**config.mk**
```make
export PLATFORM = sky130hd
export DESIGN_NAME = i2s_rx_frame_flat
export DESIGN_NICKNAME = d
export VERILOG_FILES = /design/src/rtl/i2s_rx_frame_pkg.sv /design/src/rtl/i2s_rx_frame_if.sv /design/src/rtl/i2s_rx_frame_sync_edge.sv /design/src/rtl/i2s_rx_frame.sv /design/src/flat_wrapper.sv
export SDC_FILE = /design/constraint.sdc
export NUM_CORES = 1
export LEC_CHECK = 0
export BUFFER_PORTS_ARGS = -buffer_cell sky130_fd_sc_hd__buf_4
export CORE_UTILIZATION = 35
export DETAILED_ROUTE_END_ITERATION = 8
export SLEW_MARGIN = 20
export SYNTH_ARGS = -nofsm -noshare
export SYNTH_HDL_FRONTEND = slang
export SYNTH_SLANG_ARGS = --single-unit
export TNS_END_PERCENT = 30
```
**constraint.sdc**
```tcl
create_clock -name clk -period 2.31 [get_ports clk]
set_input_delay 0.3465 -clock clk [delete_from_list [all_inputs] [get_ports clk]]
set_output_delay 0.3465 -clock clk [all_outputs]
set_load 0.05 [all_outputs]
```
**src/rtl/i2s_rx_frame_pkg.sv**
```systemverilog
// Shared definitions for the I2S frame receiver.
//   DEFAULT_DATA_WIDTH : default output word width
//   STATE_W / state_e  : receiver state encoding
//   CH_LEFT / CH_RIGHT : lrclk level that selects each channel
package i2s_pkg;
   localparam int DEFAULT_DATA_WIDTH = 24;
   localparam int STATE_W            = 3;

   typedef enum logic [STATE_W-1:0] {
      WAIT_CH = 3'd0,
      SKIP    = 3'd1,
      SHIFT   = 3'd2,
      EMIT    = 3'd3,
      HOLD    = 3'd4
   } state_e;

   localparam logic CH_LEFT  = 1'b0;
   localparam logic CH_RIGHT = 1'b1;
endpackage

```
**src/rtl/i2s_rx_frame_if.sv**
```systemverilog
// Bus between the I2S pins / filter side and the frame receiver.
//   i2s_bclk, i2s_lrclk, i2s_sdata : raw I2S pins (driven by master)
//   data_out, sample_trig, frame_err : captured word and status (driven by slave)
interface i2s_rx_frame_if
   import i2s_pkg::*;
#(
   parameter int DATA_WIDTH = DEFAULT_DATA_WIDTH
);
   logic                  i2s_bclk;
   logic                  i2s_lrclk;
   logic                  i2s_sdata;
   logic [DATA_WIDTH-1:0] data_out;
   logic                  sample_trig;
   logic                  frame_err;

   modport master (
      output i2s_bclk, i2s_lrclk, i2s_sdata,
      input  data_out, sample_trig, frame_err
   );

   modport slave (
      input  i2s_bclk, i2s_lrclk, i2s_sdata,
      output data_out, sample_trig, frame_err
   );
endinterface

```
**src/rtl/i2s_rx_frame_sync_edge.sv**
```systemverilog
// Multi-flop synchroniser for asynchronous pins, with rising-edge detect
// on one of them.
//   clk, reset : system clock, synchronous active-high reset
//   edge_in    : pin whose rising edge is reported on rise
//   data_in    : pins that only need synchronising
//   rise       : one-clk pulse, synced edge_in high and previous value low
//   data_sync  : synchronised data_in
// STAGES must be at least 2.
module sync_edge #(
   parameter int WIDTH  = 2,
   parameter int STAGES = 2
) (
   input  logic             clk,
   input  logic             reset,
   input  logic             edge_in,
   input  logic [WIDTH-1:0] data_in,
   output logic             rise,
   output logic [WIDTH-1:0] data_sync
);
   localparam int N = WIDTH + 1;

   logic [N-1:0] sync_q [STAGES];
   logic [N-1:0] sync_d [STAGES];
   logic         prev_q;
   logic         prev_d;

   always_comb begin
      sync_d[0] = {data_in, edge_in};
      for (int s = 1; s < STAGES; s++) begin
         sync_d[s] = sync_q[s-1];
      end
      prev_d = sync_q[STAGES-1][0];
   end

   always_ff @(posedge clk) begin
      if (reset) begin
         for (int s = 0; s < STAGES; s++) begin
            sync_q[s] <= '0;
         end
         prev_q <= 1'b0;
      end else begin
         for (int s = 0; s < STAGES; s++) begin
            sync_q[s] <= sync_d[s];
         end
         prev_q <= prev_d;
      end
   end

   assign rise      = sync_q[STAGES-1][0] & ~prev_q;
   assign data_sync = sync_q[STAGES-1][N-1:1];
endmodule

```
**src/rtl/i2s_rx_frame.sv**
```systemverilog
// I2S receiver: oversamples bclk/lrclk/sdata on clk and deserialises one
// channel into a left-aligned DATA_WIDTH word with a one-clk sample_trig.
//   clk, reset : system clock (>= 8x bclk), synchronous active-high reset
//   bus        : slave side of i2s_rx_frame_if (pins in, data_out /
//                sample_trig / frame_err out)
// Parameters: DATA_WIDTH, CHANNEL (0 = left/lrclk low, 1 = right),
//             SYNC_STAGES (>= 2).
// Build option: I2S_RX_LEFT_JUSTIFIED_EN selects left-justified framing
// (no one-bit delay after the lrclk edge); default is standard I2S.
//
// state   | meaning
// WAIT_CH | waiting for an lrclk edge into the selected channel
// SKIP    | I2S one-bit delay slot before the MSB
// SHIFT   | shifting word bits in, MSB first
// EMIT    | one clk: publish word, pulse sample_trig
// HOLD    | discarding surplus bits until the next lrclk edge
module i2s_rx_frame
   import i2s_pkg::*;
#(
   parameter int DATA_WIDTH  = DEFAULT_DATA_WIDTH,
   parameter int CHANNEL     = 0,
   parameter int SYNC_STAGES = 2
) (
   input  logic          clk,
   input  logic          reset,
   i2s_rx_frame_if.slave bus
);
   localparam int             CW       = $clog2(DATA_WIDTH + 1);
   localparam logic [CW-1:0]  CNT_FULL = CW'(DATA_WIDTH);
   localparam logic           SEL_LR   = (CHANNEL == 0) ? CH_LEFT : CH_RIGHT;

   logic       bclk_rise;
   logic [1:0] pins_sync;
   logic       lrclk_s;
   logic       sdata_s;

   sync_edge #(
      .WIDTH  (2),
      .STAGES (SYNC_STAGES)
   ) u_sync (
      .clk       (clk),
      .reset     (reset),
      .edge_in   (bus.i2s_bclk),
      .data_in   ({bus.i2s_sdata, bus.i2s_lrclk}),
      .rise      (bclk_rise),
      .data_sync (pins_sync)
   );

   assign lrclk_s = pins_sync[0];
   assign sdata_s = pins_sync[1];

   state_e                state_q, state_d;
   logic [DATA_WIDTH-1:0] shift_q, shift_d;
   logic [CW-1:0]         cnt_q, cnt_d;
   logic                  lr_prev_q, lr_prev_d;
   logic [DATA_WIDTH-1:0] data_q, data_d;
   logic                  trig_q, trig_d;
   logic                  err_q, err_d;

   logic                  lr_edge;
   logic                  ch_start;
   logic [DATA_WIDTH-1:0] shift_in;
   logic [CW-1:0]         cnt_inc;

   assign lr_edge  = bclk_rise && (lrclk_s != lr_prev_q);
   assign ch_start = lr_edge && (lrclk_s == SEL_LR);
   assign shift_in = {shift_q[DATA_WIDTH-2:0], sdata_s};
   assign cnt_inc  = cnt_q + CW'(1);

   always_comb begin
      state_d   = state_q;
      shift_d   = shift_q;
      cnt_d     = cnt_q;
      lr_prev_d = lr_prev_q;
      data_d    = data_q;
      trig_d    = 1'b0;
      err_d     = err_q;

      if (bclk_rise) begin
         lr_prev_d = lrclk_s;
      end

      case (state_q)
         // HOLD leaves on any lrclk edge; a matching one restarts capture
         // directly, exactly as WAIT_CH would have.
         WAIT_CH, HOLD: begin
            if (ch_start) begin
`ifdef I2S_RX_LEFT_JUSTIFIED_EN
               shift_d = {{(DATA_WIDTH-1){1'b0}}, sdata_s};
               cnt_d   = CW'(1);
               state_d = SHIFT;
`else
               shift_d = '0;
               cnt_d   = '0;
               state_d = SKIP;
`endif
            end else if ((state_q == HOLD) && lr_edge) begin
               state_d = WAIT_CH;
            end
         end
         SKIP, SHIFT: begin
            if (bclk_rise) begin
`ifdef I2S_RX_LEFT_JUSTIFIED_EN
               // The edge bit already belongs to the next word.
               if (lr_edge) begin
                  state_d = EMIT;
                  err_d   = 1'b1;
               end else begin
                  shift_d = shift_in;
                  cnt_d   = cnt_inc;
                  if (cnt_inc == CNT_FULL) state_d = EMIT;
               end
`else
               // The one-bit delay puts the LSB on the edge bit itself.
               shift_d = shift_in;
               cnt_d   = cnt_inc;
               if (cnt_inc == CNT_FULL) begin
                  state_d = EMIT;
               end else if (lr_edge) begin
                  state_d = EMIT;
                  err_d   = 1'b1;
               end
`endif
            end
         end
         EMIT: begin
            // Short words are right-packed in shift_q; left-align them.
            data_d  = shift_q << (CNT_FULL - cnt_q);
            trig_d  = 1'b1;
            state_d = HOLD;
         end
         default: state_d = WAIT_CH;
      endcase
   end

   always_ff @(posedge clk) begin
      if (reset) begin
         state_q   <= WAIT_CH;
         shift_q   <= '0;
         cnt_q     <= '0;
         lr_prev_q <= 1'b0;
         data_q    <= '0;
         trig_q    <= 1'b0;
         err_q     <= 1'b0;
      end else begin
         state_q   <= state_d;
         shift_q   <= shift_d;
         cnt_q     <= cnt_d;
         lr_prev_q <= lr_prev_d;
         data_q    <= data_d;
         trig_q    <= trig_d;
         err_q     <= err_d;
      end
   end

   assign bus.data_out    = data_q;
   assign bus.sample_trig = trig_q;
   assign bus.frame_err   = err_q;
endmodule
```
**src/flat_wrapper.sv**
```systemverilog
// flat-port wrapper written by rule: the top's interface ports become plain ports
module i2s_rx_frame_flat import i2s_pkg::*;
#(
   parameter int DATA_WIDTH  = DEFAULT_DATA_WIDTH,
   parameter int CHANNEL     = 0,
   parameter int SYNC_STAGES = 2
)
  (clk, reset, bus_i2s_bclk, bus_i2s_lrclk, bus_i2s_sdata, bus_data_out, bus_sample_trig, bus_frame_err);
  i2s_rx_frame_if #(.DATA_WIDTH(DATA_WIDTH)) bus_i ();
  input  logic clk;
  input  logic reset;
  input wire logic [$bits(bus_i.i2s_bclk)-1:0] bus_i2s_bclk;
  input wire logic [$bits(bus_i.i2s_lrclk)-1:0] bus_i2s_lrclk;
  input wire logic [$bits(bus_i.i2s_sdata)-1:0] bus_i2s_sdata;
  output wire logic [$bits(bus_i.data_out)-1:0] bus_data_out;
  output wire logic [$bits(bus_i.sample_trig)-1:0] bus_sample_trig;
  output wire logic [$bits(bus_i.frame_err)-1:0] bus_frame_err;
  assign bus_i.i2s_bclk = bus_i2s_bclk;
  assign bus_i.i2s_lrclk = bus_i2s_lrclk;
  assign bus_i.i2s_sdata = bus_i2s_sdata;
  assign bus_data_out = bus_i.data_out;
  assign bus_sample_trig = bus_i.sample_trig;
  assign bus_frame_err = bus_i.frame_err;
  i2s_rx_frame #(.DATA_WIDTH(DATA_WIDTH), .CHANNEL(CHANNEL), .SYNC_STAGES(SYNC_STAGES)) u_core (.clk(clk), .reset(reset), .bus(bus_i));
endmodule
```
# == Word-level counts from Yosys, hierarchy flattened ==
# Memory sizes are Yosys's and may differ from the RTL's.
# Index checks and enable logic that the tools add are counted.
# totals
output_inout_bits,26
ram_bits,6
regBits,60
elab_cells,56
mem_count,1
input_bits,5
# classes
muxes,18
add_sub_neg,2
eq_ne,10
reduce_logical,10
n_shift,1
bitwise,6
# memory_table
name,words,word_bits,read_ports,rd_ports_with_merged_regs,wr,line_no,rtl
u_core.u_sync.sync_q,2,3,2,0,2,i2s_rx_frame_sync_edge.sv:22,logic [N-1:0] sync_q [STAGES];
# ops
cell,count
$mux 24,2
$pmux 24 s2,1
$shl 24x5->24,1
$mux 3,7
$mux 5,2
$pmux 5 s2,1
$pmux 3 s3,1
$eq 3x2->1 const B,2
$ne 3x1->1 const B,2
$reduce_and 3->1,2
$add 5x1->5 const B,1
$eq 5x5->1 const B,1
$sub 5x5->5 const A,1
$mux 1,4
$ne 2x1->1 const B,2
$reduce_and 4->1,1
$reduce_or 2->1,2
$eq 3x1->1 const B,1
$eq 3x3->1 const B,1
$logic_and 1x1->1,3
$logic_not 3->1,1
$not 1->1,3
$or 1x1->1,2
$reduce_bool 2->1,1
2 further kinds,2

# == Depth between registers and ports, before layout ==
# Gate-level depths: netlist (run 1).
# logic_depth
word_depth,7
depth_mapped,10

# == Cells and area by module ==
# From an unflattened synthesis (run 1), not the netlist that was laid out.
# hier_totals
cells_unflattened,396
hier_area_um2,3692.3
# modules_own_cells
module,instances,cells_per_inst,area_per_inst_um2
i2s_rx_frame,1,381,3502.1
sync_edge,1,15,190.2

# == Worst setup path before layout (run 1) ==
# OpenSTA, ideal clock, no wires.
# synth_timing
path_type,register -> register
from,register u_core.cnt_q[0]
to,"register u_core.data_q[22], in the netlist u_core.bus.data_out[22]"
arrival_ns,2.330
slack_ns,-0.151
path_buffers,3
path_stages_with_launch,11
period_less_slack_ns,2.461
path_cell_list,dfxtp_1 -> buf_6 -> inv_2 -> buf_2 -> ha_1 -> clkbuf_1 -> mux2_2 -> mux2i_1 -> mux2i_1 -> a222oi_1 -> nor3_1
# synth_between
elab_chain_len,2
# synth_rtl
item,line_no,rtl
start: declaration,i2s_rx_frame.sv:54,"logic [CW-1:0] cnt_q, cnt_d;"
start signal: assignment,i2s_rx_frame.sv:148,cnt_q <= cnt_d;
$sub 5x5->5,i2s_rx_frame.sv:128,data_d = shift_q << (CNT_FULL - cnt_q);
$shl 24x5->24,i2s_rx_frame.sv:128,
end signal: assignment,i2s_rx_frame.sv:150,data_q <= data_d;
end: declaration,i2s_rx_frame.sv:56,"logic [DATA_WIDTH-1:0] data_q, data_d;"
# No other way between the ends.
# A chain may end at the register's enable or synchronous reset.

# == Worst setup path in the final report (run 1) ==
# layout_timing
from,register u_core.cnt_q[0]
to,"register u_core.data_q[17], in the netlist u_core.bus.data_out[17]"
# Same word-level chain as after synthesis.

==> results of run 1 <==
-- layer usage --
layer	GRT usage	share of wire	vias up
li1	-	-	1564
met1	0.242	0.48	1520
met2	0.278	0.46	57
met3	0.0414	0.039	19
met4	0.0786	0.022	0
met5	0	0	-
-- worst max-delay path: cells and delay by family (launching register included) --
family / cells / cell delay, ns
AO/OA/AOI/OAI: 2 / 0.47
flip-flops: 1 / 0.34
buffers and inverters: 2 / 0.18
adder cells (fa/ha/maj): 1 / 0.33
multiplexers: 3 / 0.75
-- kinds of logic (layout without fill, tap and decap cells) --
logic type                 count (synthesis)  after routing  synth area share
AOI/OAI and AO/OA                        103            103             0.191
xor gates and xnor gates                   5              5            0.0120
adders and majority gates                  2              2           0.00684
buffers and inverters                     42             80            0.0537
DFF                                       66             66             0.361
muxes                                     67             67             0.212
and+or+nand+nor                          125            125             0.163
-- placed cells by master, fill, tap and decap left out, types with 3 or more instances in the layout --
cell type   n
dfxtp_1    66
buf_4      55
nor2_1     52
mux2i_1    37
a22oi_1    33
nand2_1    26
mux2_2     24
o21ai_0    19
a21oi_1    18
nor2b_1    12
clkbuf_8   10
a211oi_1    9
nand4_1     7
mux4_2      6
inv_1       5
nand2b_1    5
xnor2_1     4
o211ai_1    4
nor3_1      4
a31oi_1     3
a221oi_1    3
nand3_1     3
nand3b_1    3
buf_12      3
-- path summary, 6_finish.rpt --
path,end,from,slack (ns)
max reg2reg,u_core.bus.data_out[17],u_core.cnt_q[0],0.11
min,u_core.u_sync.sync_q[0][0],bus_i2s_bclk,0.20
min reg2reg,u_core.u_sync.sync_q[0][3],u_core.u_sync.sync_q[0][0],0.44
max,u_core.bus.data_out[17],u_core.cnt_q[0],0.11
-- state kept, by name, indices dropped and copies added, names as in the netlist --
name                    cells
u_core.bus.data_out        24
u_core.bus.frame_err        1
u_core.cnt_q                5
u_core.u_sync.prev_q        1
u_core.bus.sample_trig      1
u_core.u_sync.sync_q        6
u_core.shift_q             24
u_core.lr_prev_q            1
u_core.state_q              3
-- power by group --
group          switching (mW)  internal [mW]  leakage (nW)  total, mW
registers             0.00208           1.14         0.533       1.14
logic                  0.0227         0.0115         0.994     0.0343
clock network           0.442          0.520        0.0962      0.962
-- what timing repair did --
item / 4_1_cts / 5_1_grt
buffers inserted: 0 / 3
gates resized for setup: 0 / 0
setup endpoints to repair: 0 / 4
hold buffers: 0 / 0
-- final cells by class --
type,instances,area share
multi-input cells,302,0.498
flip-flops and latches,66,0.304
repair buffers,59,0.112
well taps,133,0.0384
clock buffers,12,0.0334
clock inverters,3,0.00923
inverters,6,0.00519
-- metrics by stage --
| stage | total power, mW | setup WS [ns] | utilization | std cells | hold WS, ns |
|---|---|---|---|---|---|
| after floorplan | 1.19 | 0.00278 | - | 410 | 0.414 |
| after global placement | 1.21 | 0.0975 | 0.413 | 563 | 0.417 |
| after detailed placement | 1.21 | 0.102 | 0.413 | 563 | 0.430 |
| after CTS | 2.16 | 0.0911 | 0.432 | 578 | 0.188 |
| after global routing | 2.20 | 0.0386 | 0.436 | 581 | 0.195 |
| final | 2.14 | 0.111 | 0.436 | 581 | 0.205 |
==> flow_summary.toml, run 1 <==
[run_status]
status = "finished clean"

[global_routing]
grt_max_degree = 39
grtUsageTotal = 0.181
grt.overflow.total = 0
grt_pass1_wl_um = 15600
grt_pass1_vias = 3001
antenna_found_initial = 0

[routing]
avgRoutedWirePerCell_um = 16.5
firstDrtPassIters = 4
vias = 3160
drc = 0
postRouteAntennaNets = 0
routed_wl_um = 9560
viasPerCell = 5.44
first_iter_violations = 116

[timing]
fin_skew_ns = 0.0120
slew_viol_final = 0
rsz0062_at_grt = "no"
min_period_ns = 2.20
hold_violations = 0
setup_viol = 0
max_freq_mhz = 455
timing.final.crit_share = 0.952
relSlewSlack = 0.601
tns_ns = 0
max_slew.worst_pin.slew_ns = 0.597

[finish]
nets = 451
regArea_um2 = 1320
multi_input_area_um2 = 2160
n_fill_cell = 986
area_growth_pct = 18.7
fin_area_um2 = 4340
diodes = 0
layout-drive-gt1-share = 0.248

[logic_synthesis]
synthDistinctLibCells = 49
synth_top_area_frac = 0.361
ys_async_sr_fraction = 0
synth_most_common_cell = "dfxtp_1"
yosysTopAreaCell = "dfxtp_1"
yosys_warnings = 0
syn_avg_cell_area_um2 = 8.92
synth_area_um2 = 3660
ys_top_cells_by_count = "dfxtp_1, nor2_1, mux2i_1"
synth_seq_cells = 66
synthTopCellsByArea = "dfxtp_1, mux2i_1, mux2_2, a22oi_1, nor2_1"
seq_area_frac_synth = 0.361
synthCells = 410
synthFlopType = "dfxtp_1"
synth-edff-count = 0
synthesis.nets = 417

[clock_network]
cts_buffers = 9
cts.sinks = 66
clkLatencyLatePin_ns = 0.35
htree_levels = 3
ctsRootBufferMaster = "clkbuf_8"
cts_buffer_depth = 2
clk_pin_slew_ns = 0.08
cts_tree = "done"

[setup_path]
setup.worst_path.start_class = "flop"
cp_slowest_cell = "mux2_2"
crit_chain = "inv_2, ha_4, buf_12, mux2_2, mux2i_1, mux2i_1, a221oi_1, a211oi_1"
arrival_ns = 2.41
rr_worst_depth = 8
critPathMaxStageDelay_ns = 0.37
crit_required_ns = 2.52
worst-path-max-fanout = 8
crit_type = "reg2reg"
end_kind = "flop"
critPathMostFrequentCell = "mux2i_1"

[pwr]
ir_worst_vdd_uv = 198
power.density_nw_per_um2 = 493
p_leak_nw = 1.62

[placed_design]
gp_congestion = 0.913
place_area_um2 = 4120
io_buffers = 30
dp_hpwl_um = 6780

[worst_hold_path]
hold_path_class = "in2reg"
hold_depth = 2

[die]
core_um2 = 9950
initial_core_util = 0.367
die_w_um = 104
die_y_um = 104
io_pins = 31
rows = 36
die-area_um2 = 10900

[run]
maxCapViolCount = 0
Power figures use the tool's default switching activity.
==> run 2, diff against run 1 <==
--- a/config.mk
+++ b/config.mk
@@ -8,8 +8,9 @@
 export BUFFER_PORTS_ARGS = -buffer_cell sky130_fd_sc_hd__buf_4
 export CORE_UTILIZATION = 35
 export DETAILED_ROUTE_END_ITERATION = 8
+export GPL_TIMING_DRIVEN = 0
 export SLEW_MARGIN = 20
 export SYNTH_ARGS = -nofsm -noshare
 export SYNTH_HDL_FRONTEND = slang
 export SYNTH_SLANG_ARGS = --single-unit
-export TNS_END_PERCENT = 30
+export TNS_END_PERCENT = 1
==> flow_summary.toml, run 2 (synthesis gave the netlist of run 1 again) <==
[clock_network]
cts.sinks = 66
clk_pin_slew_ns = 0.07
cts_buffer_depth = 2
ctsRootBufferMaster = "clkbuf_8"
clkLatencyLatePin_ns = 0.35
cts_hold_buffers = 0
htree_levels = 3
cts_tree = "done"
cts_buffers = 9

[pwr]
seqPwrFrac = 0.559
pwr-share-comb = 0.020
power.density_nw_per_um2 = 439
swShare = 0.223
ir_worst_vdd_uv = 293
p_int_mw = 1.59
clkPwrFrac = 0.422
p_switching_uw = 456
p_leak_nw = 1.67

[finish]
area_growth_pct = 27.7
final_cell_mix = "dfxtp_1, nor2_1, buf_4, a22oi_1, nand2_1"
layout-drive-gt1-share = 0.307
final_common_cell = "dfxtp_1"
nets = 475
diodes = 0
fin_area_um2 = 4670
n_fill_cell = 984

[timing]
max_slew.worst_pin.slew_ns = 0.683
min_period_ns = 2.35
slew_viol_final = 0
rsz0062_at_grt = "yes"
max_freq_mhz = 425
fin_skew_ns = 0.0107
setup_viol = 2
hold_violations = 0
timing.final.crit_share = 1.02
relSlewSlack = 0.545
worst_slack_ns = -0.0443

[setup_path]
reg2reg_slack_ns = -0.04
r2r_end = "u_core.bus.data_out[17]"
end_kind = "flop"
crit_required_ns = 2.54
critPathCapture = "u_core.bus.data_out[17]"
r2r_start = "u_core.cnt_q[0]"
arrival_ns = 2.58
worst-path-max-fanout = 6
setup.worst_path.start_class = "flop"
startpoint = "u_core.cnt_q[0]"
crit_type = "reg2reg"
rr_worst_depth = 9

[global_routing]
grt_pass1_vias = 3169
grt.overflow.total = 0
grt_max_degree = 11
grt_pass1_wl_um = 16100
antenna_found_initial = 0
grtUsageTotal = 0.187

[placed_design]
pre_cts_ws_ns = -0.485
dp_hpwl_um = 7360
io_buffers = 30
place_area_um2 = 4080
gp_congestion = 0.894

[routing]
routed_wl_um = 10400
postRouteAntennaNets = 0
avgRoutedWirePerCell_um = 17.1
viasPerCell = 5.55
first_iter_violations = 159
firstDrtPassIters = 4
drc = 0
vias = 3359

[run_status]
status = "finished with violations"
failed_checks = "setup timing"

[die]
die-area_um2 = 10900
rows = 36
die_y_um = 104
io_pins = 31
initial_core_util = 0.367
core_um2 = 9950
die_w_um = 104

[worst_hold_path]
min_from = "bus_i2s_lrclk"
hold_path_class = "in2reg"
hold_depth = 2

[run]
maxCapViolCount = 0
==> run 2: cell count changes in the layout (fill, tap and decap cells not counted), sizes merged <==
cell    change
clkinv      +1
buf         +2
clkbuf     +22
bufinv      -1
==> run 2: through the flow <==
step	util	power, mW	std cells	hold WS (ns)	TNS (ns)
detailed placement	0.410	1.21	573	0.426	-4.48
floorplan	-	1.19	410	0.414	0
global route	0.469	2.13	605	0.208	-0.486
finish	0.469	2.05	605	0.214	-0.0612
global placement	0.410	1.21	573	0.421	-4.39
CTS	0.446	2.08	591	0.205	-0.534
==> run 2: repair_timing <==
action,in CTS,in global routing
resized for setup,38,27
setup endpoints to repair,21,32
cloned,0,2
pin swaps,6,7
setup buffers,3,13
hold endpoints to repair,0,0
==> run 2: power by group through the flow <==
stage	sequential, mW	clock, mW	combinational, mW
floorplan	1.17	0	0.0240
global placement	1.17	0	0.0404
detailed placement	1.17	0	0.0411
CTS	1.14	0.894	0.0410
global route	1.14	0.946	0.0441
finish	1.14	0.863	0.0403
==> run 2: worst min path at each step <==
stage,endpoint
2_1_floorplan,u_core.u_sync.sync_q[0][3]
3_3_place_gp,u_core.u_sync.sync_q[0][4]
3_5_place_dp,u_core.u_sync.sync_q[0][3]
4_1_cts,u_core.u_sync.sync_q[0][2]
5_1_grt,u_core.u_sync.sync_q[0][2]
6_report,u_core.u_sync.sync_q[0][1]
==> run 2: worst max-delay path, cell delays in order (launching register included) <==
cell	delay, ns
dfxtp_4	0.38
inv_8	0.05
buf_12	0.13
ha_4	0.34
clkbuf_16	0.17
mux2_2	0.36
mux2i_1	0.27
mux2i_2	0.16
a221oi_2	0.29
a211oi_1	0.10
==> run 2: cell type report <==
| class | instances | area (µm²) | share of cell area |
|---|---|---|---|
| tap | 133 | 166 | 0.0356 |
| sequential | 66 | 1330 | 0.284 |
| clock buffer | 12 | 155 | 0.0332 |
| inverter | 6 | 30.0 | 0.00643 |
| buffer | 35 | 223 | 0.0477 |
| clock inverter | 3 | 15.0 | 0.00322 |
| timing repair buffer | 48 | 395 | 0.0847 |
| multi-input combinational | 302 | 2360 | 0.505 |
==> run 2: layer usage <==
metal	global-route usage	wire length [µm]	vias up
li1	-	-	1620
met3	0.0457	422	16
met5	0	0	-
met1	0.244	4840	1637
met2	0.299	4870	86
met4	0.0694	221	0
